==> config.mk <==
export PLATFORM = sky130hd
export DESIGN_NAME = mdu_sequencer
export DESIGN_NICKNAME = d
export VERILOG_FILES = /design/src/rtl/mdu_sequencer.sv
export SDC_FILE = /design/constraint.sdc
export NUM_CORES = 1
export LEC_CHECK = 0
export CAP_MARGIN = 25
export CORE_ASPECT_RATIO = 0.75
export CORE_UTILIZATION = 50
export DETAILED_ROUTE_END_ITERATION = 16
export PLACE_DENSITY = 0.73
export SYNTH_ARGS = -nofsm -noshare
export SYNTH_HDL_FRONTEND = slang
export SYNTH_SLANG_ARGS = --single-unit
==> constraint.sdc <==
create_clock -name clk -period 4 [get_ports clk]
set_input_delay 0.8 -clock clk [delete_from_list [all_inputs] [get_ports clk]]
set_output_delay 0.8 -clock clk [all_outputs]
set_load 0.02 [all_outputs]
==> src/rtl/mdu_sequencer.sv <==
// mdu_sequencer: radix-2 shift-add sequencer for MULTU/MULT/MUL with HI/LO, MUL writeback and hazard stall
module mdu_sequencer #(
  parameter int unsigned WIDTH = 32,
  parameter bit ZERO_SKIP = 1'b0
) (
  input  logic             clk,
  input  logic             rst,
  input  logic             start,
  input  logic [1:0]       op,
  input  logic [WIDTH-1:0] src_a,
  input  logic [WIDTH-1:0] src_b,
  input  logic             rd_req,
  input  logic             rd_sel,
  input  logic             flush,
  output logic             stall,
  output logic             busy,
  output logic             done,
  output logic [WIDTH-1:0] hi,
  output logic [WIDTH-1:0] lo,
  output logic [WIDTH-1:0] rd_data,
  output logic             mul_wb,
  output logic [WIDTH-1:0] mul_data
);
  typedef enum logic [1:0] {IDLE, RUN, FINISH} state_t;
  localparam int CW = $clog2(WIDTH);
  state_t state, state_nx;
  logic [1:0] cur_op;
  logic sign, go, last;
  logic [2*WIDTH-1:0] acc, mcand, acc_nx, product;
  logic [WIDTH-1:0] mplier, mplier_sh, abs_a, abs_b, mul_q;
  logic [CW-1:0] count;
  always_comb begin
    go = start & !flush & (op != 2'b11);
    abs_a = (op == 2'b01 && src_a[WIDTH-1]) ? -src_a : src_a;
    abs_b = (op == 2'b01 && src_b[WIDTH-1]) ? -src_b : src_b;
    mplier_sh = mplier >> 1;
    last = (count == CW'(WIDTH - 1)) | (ZERO_SKIP && mplier_sh == '0);
    acc_nx = mplier[0] ? acc + mcand : acc;
    product = sign ? -acc : acc;
    state_nx = state == IDLE ? (go ? RUN : IDLE) :
               flush         ? IDLE :
               state == RUN  ? (last ? FINISH : RUN) : IDLE;
    busy = state != IDLE;
    done = (state == FINISH) & !flush;
    mul_wb = done & (cur_op == 2'b10);
    stall = (start & (op == 2'b10)) | (busy & (start | rd_req | (cur_op == 2'b10)));
    rd_data = rd_sel ? hi : lo;
    // MUL result is presented during FINISH so the GPR write sees it with mul_wb
    mul_data = (state == FINISH && cur_op == 2'b10) ? product[WIDTH-1:0] : mul_q;
  end
  always_ff @(posedge clk) begin
    if (rst) begin
      state <= IDLE;
      cur_op <= '0;
      sign <= 1'b0;
      acc <= '0;
      mcand <= '0;
      mplier <= '0;
      count <= '0;
      hi <= '0;
      lo <= '0;
      mul_q <= '0;
    end else begin
      state <= state_nx;
      if (state == IDLE && go) begin
        cur_op <= op;
        sign <= (op == 2'b01) & (src_a[WIDTH-1] ^ src_b[WIDTH-1]);
        acc <= '0;
        mcand <= {{WIDTH{1'b0}}, abs_a};
        mplier <= abs_b;
        count <= '0;
      end
      if (state == RUN) begin
        acc <= acc_nx;
        mcand <= mcand << 1;
        mplier <= mplier_sh;
        count <= count + CW'(1);
      end
      if (done && cur_op == 2'b10) mul_q <= product[WIDTH-1:0];
      if (done && cur_op != 2'b10) begin
        hi <= product[2*WIDTH-1:WIDTH];
        lo <= product[WIDTH-1:0];
      end
    end
  end
endmodule
==> flow_summary.toml <==
[detailed_routing]
via_per_inst = 6.07
routed_wl_um = 52400
routed-via-count = 16500
drc = 0
dr.pass1.iters = 5
ant_nets = 0
dr.first_iter.drc_count = 1560
wire_per_inst_um = 19.2

[timing]
relSlewSlack_pct = 33.4
hold_viol = 0
worstMarginPinSlew_ps = 1000
fin_crit_sh_pct = 96.9
setup_viol = 0
skew_ps = 26.2
rsz0062_at_grt = "true"
fmax_mhz = 258
fin_crit_ps = 3880
fin_hold_ws_ps = 461
maxSlewViolCount = 0

[critical_path]
start_kind = "flop"
critPathRequiredTime_ps = 3200
end_kind = "output pin"
ff2ff_path_depth = 13
reg2reg_slack_ps = 240
worstReg2RegStart = "acc[4]"
path_max_fanout = 4
r2r-end = "acc[61]"
path_class = "reg -> out"
arrival_ps = 3080

[outcome]
status = "finished clean"

[logic_synthesis]
syn_inst = 2087
seq_area_frac_synth_pct = 32.5
synth.largest_area_cell = "dfxtp_1"
ys_top_cells_by_area = "dfxtp_1 (33%), a21oi_1 (8.1%), nand2_1 (5.5%)"
synth-async-reset-ratio_pct = 0
syn-num-nets = 2228
yosysMostFrequentCell = "dfxtp_1"
synth.distinct_cells = 75
yosys_warnings = 0
synth_common_cells = "dfxtp_1 (266), a21oi_1 (264), nand2_1 (240)"
ys.flop_type = "dfxtp_1"
synth.top_cell.area_share_pct = 32.5
synth_area_sq_mm = 0.0164
synth-edff-count = 0
synth.avg_cell_area_sq_um = 7.84
synth_seq_cells = 266

[placed_design]
routabilityCongestion = 0.950
io_buffers = 203
dp_hpwl_um = 39700
place_inst = 2648
placed_area_sq_mm = 0.0190

[floorplanning]
initial_core_util_pct = 51.6
core.rowCount = 56
core_area_sq_mm = 0.0317
dieHeight_um = 159
ioPinCount = 204
die-area_sq_mm = 0.0335
die_w_um = 211

[power]
switchingPower_uw = 1500
power_frac_seq_pct = 44.3
p_clk_share_pct = 47.7
p_comb_share_pct = 8.1
sw_frac_of_total_pct = 24.4
powerDensity_mw_per_mm2 = 303
ir_worst_vdd_mv = 0.327
internal_power_uw = 4630
leakage_uw = 0.00797

[min_path]
hold_end = "mplier[2]"
hold_depth = 2
hp-start = "mplier[3]"
holdCritPathClass = "reg -> reg"

[global_route]
first_global_vias = 14800
grt_max_degree = 108
grt.overflow.total = 0
grt_use_total_pct = 30.4
antenna_found_initial = 1
grt_pass1_wl_um = 82600

[cts]
clk_pin_slew_ps = 60
cts.sinks = 266
clk_latency_ps = 580
cts_tree = "built"
numCtsBuffers = 29
cts_htree_levels = 1
cts_root_buffer = "clkbuf_16"
clock_path_buffers = 3

[finish]
nNetsFinal = 2402
num-fill-cells = 2862
layout.cells.non_filler = 2720
drive_above_1_share_pct = 10.4
final_area_sq_mm = 0.0202
syn_to_final_growth_pct = 23.6
final_core_util_pct = 63.8

[flow_run]
maxCapViolCount = 0
[metrics by stage]
step / TNS, ps / worst slack [ps] / power, uW
final: 0 / 122 / 6130
after global placement: 0 / 115 / 3250
after floorplan: 0 / 740 / 3060
after CTS: -307 / -126 / 6150
after global routing: -115 / -45.5 / 6330
after detailed placement: 0 / 123 / 3260
[metal layers]
metal	vias to the layer above	track usage, %	part of all wire, %
met5	-	0	0
met4	0	7.41	2.4
met3	66	4.71	7.2
met2	597	45.5	42
met1	7886	45.2	48
li1	7964	-	-
[what timing repair did]
action | 4_1_cts | 5_1_grt
resized for setup | 19 | 46
setup buffers | 7 | 10
pin swaps | 2 | 7
endpoints found under the setup margin | 18 | 16
hold buffers | 0 | 0
[logic make-up after synthesis]
family / Yosys count / share of synthesized area, %
multiplexers: 36 / 2.45
adder cells (fa/ha/maj): 69 / 5.32
AO/OA/AOI/OAI: 693 / 27.3
XOR/XNOR: 166 / 8.88
AND/OR/NAND/NOR: 687 / 19.6
flip-flops: 266 / 32.5
buffers and inverters: 170 / 3.91
[worst max-delay path by stage]
stage,from,endpoint,slack [ps],cells after the start
floorplan,acc[10],mul_data[28],740,7
global placement,src_a[5],mcand[25],110,10
detailed placement,src_a[5],mcand[27],120,10
CTS,acc[10],mul_data[19],-130,8
global route,acc[10],mul_data[30],-50,8
finish,acc[10],mul_data[26],120,9
[final cells by class]
type	count	area, sq um	share of cell area, %
multi-input combinational	1651	10600	52.3
sequential	266	5330	26.3
timing repair buffer	283	2630	13.0
clock buffer	38	810	4.00
tap	435	544	2.69
clock inverter	16	220	1.09
inverter	30	113	0.556
antenna	1	2.50	0.0124
[flip-flops by register name (all words and copies together), names as in the netlist]
name    cells
acc        64
count       5
cur_op      2
hi         32
lo         32
mcand      64
mplier     32
mul_q      32
sign        1
state       2
[cells in the final DEF (no fill, tap or decap), types with 17 or more instances in the layout]
cell             instances
a211oi_1                82
a21o_1                  37
a21oi_1                259
a22o_1                  33
a22oi_1                 68
and3_1                  20
buf_4                   80
clkbuf_16               29
clkdlybuf4s50_1        185
dfxtp_1                265
ha_1                    68
inv_1                   29
mux2_2                  33
nand2_1                240
nand2b_1                17
nand3_1                 73
nand4_1                 19
nor2_1                 183
nor3_1                  31
o21ai_0                 76
o31ai_1                 26
or3_1                   23
xnor2_1                 75
xor2_1                  86
[worst max-delay path, stage by stage (launching register included)]
cell and delay [ps]:
dfxtp_1 310, or4_4 570, nor4b_4 380, nand3_2 170
buf_4 170, nor3_2 210, nor2_1 110, xnor2_2 170
a21oi_2 210, buf_2 200
[power groups by stage]
stage	Clock, uW	Combinational (uW)	Sequential, uW
2_1_floorplan	0	299	2760
3_3_place_gp	0	480	2770
3_5_place_dp	0	486	2770
4_1_cts	2950	487	2710
5_1_grt	3070	538	2720
6_report	2920	493	2710
Note: power is estimated with default switching activity, not from simulation.
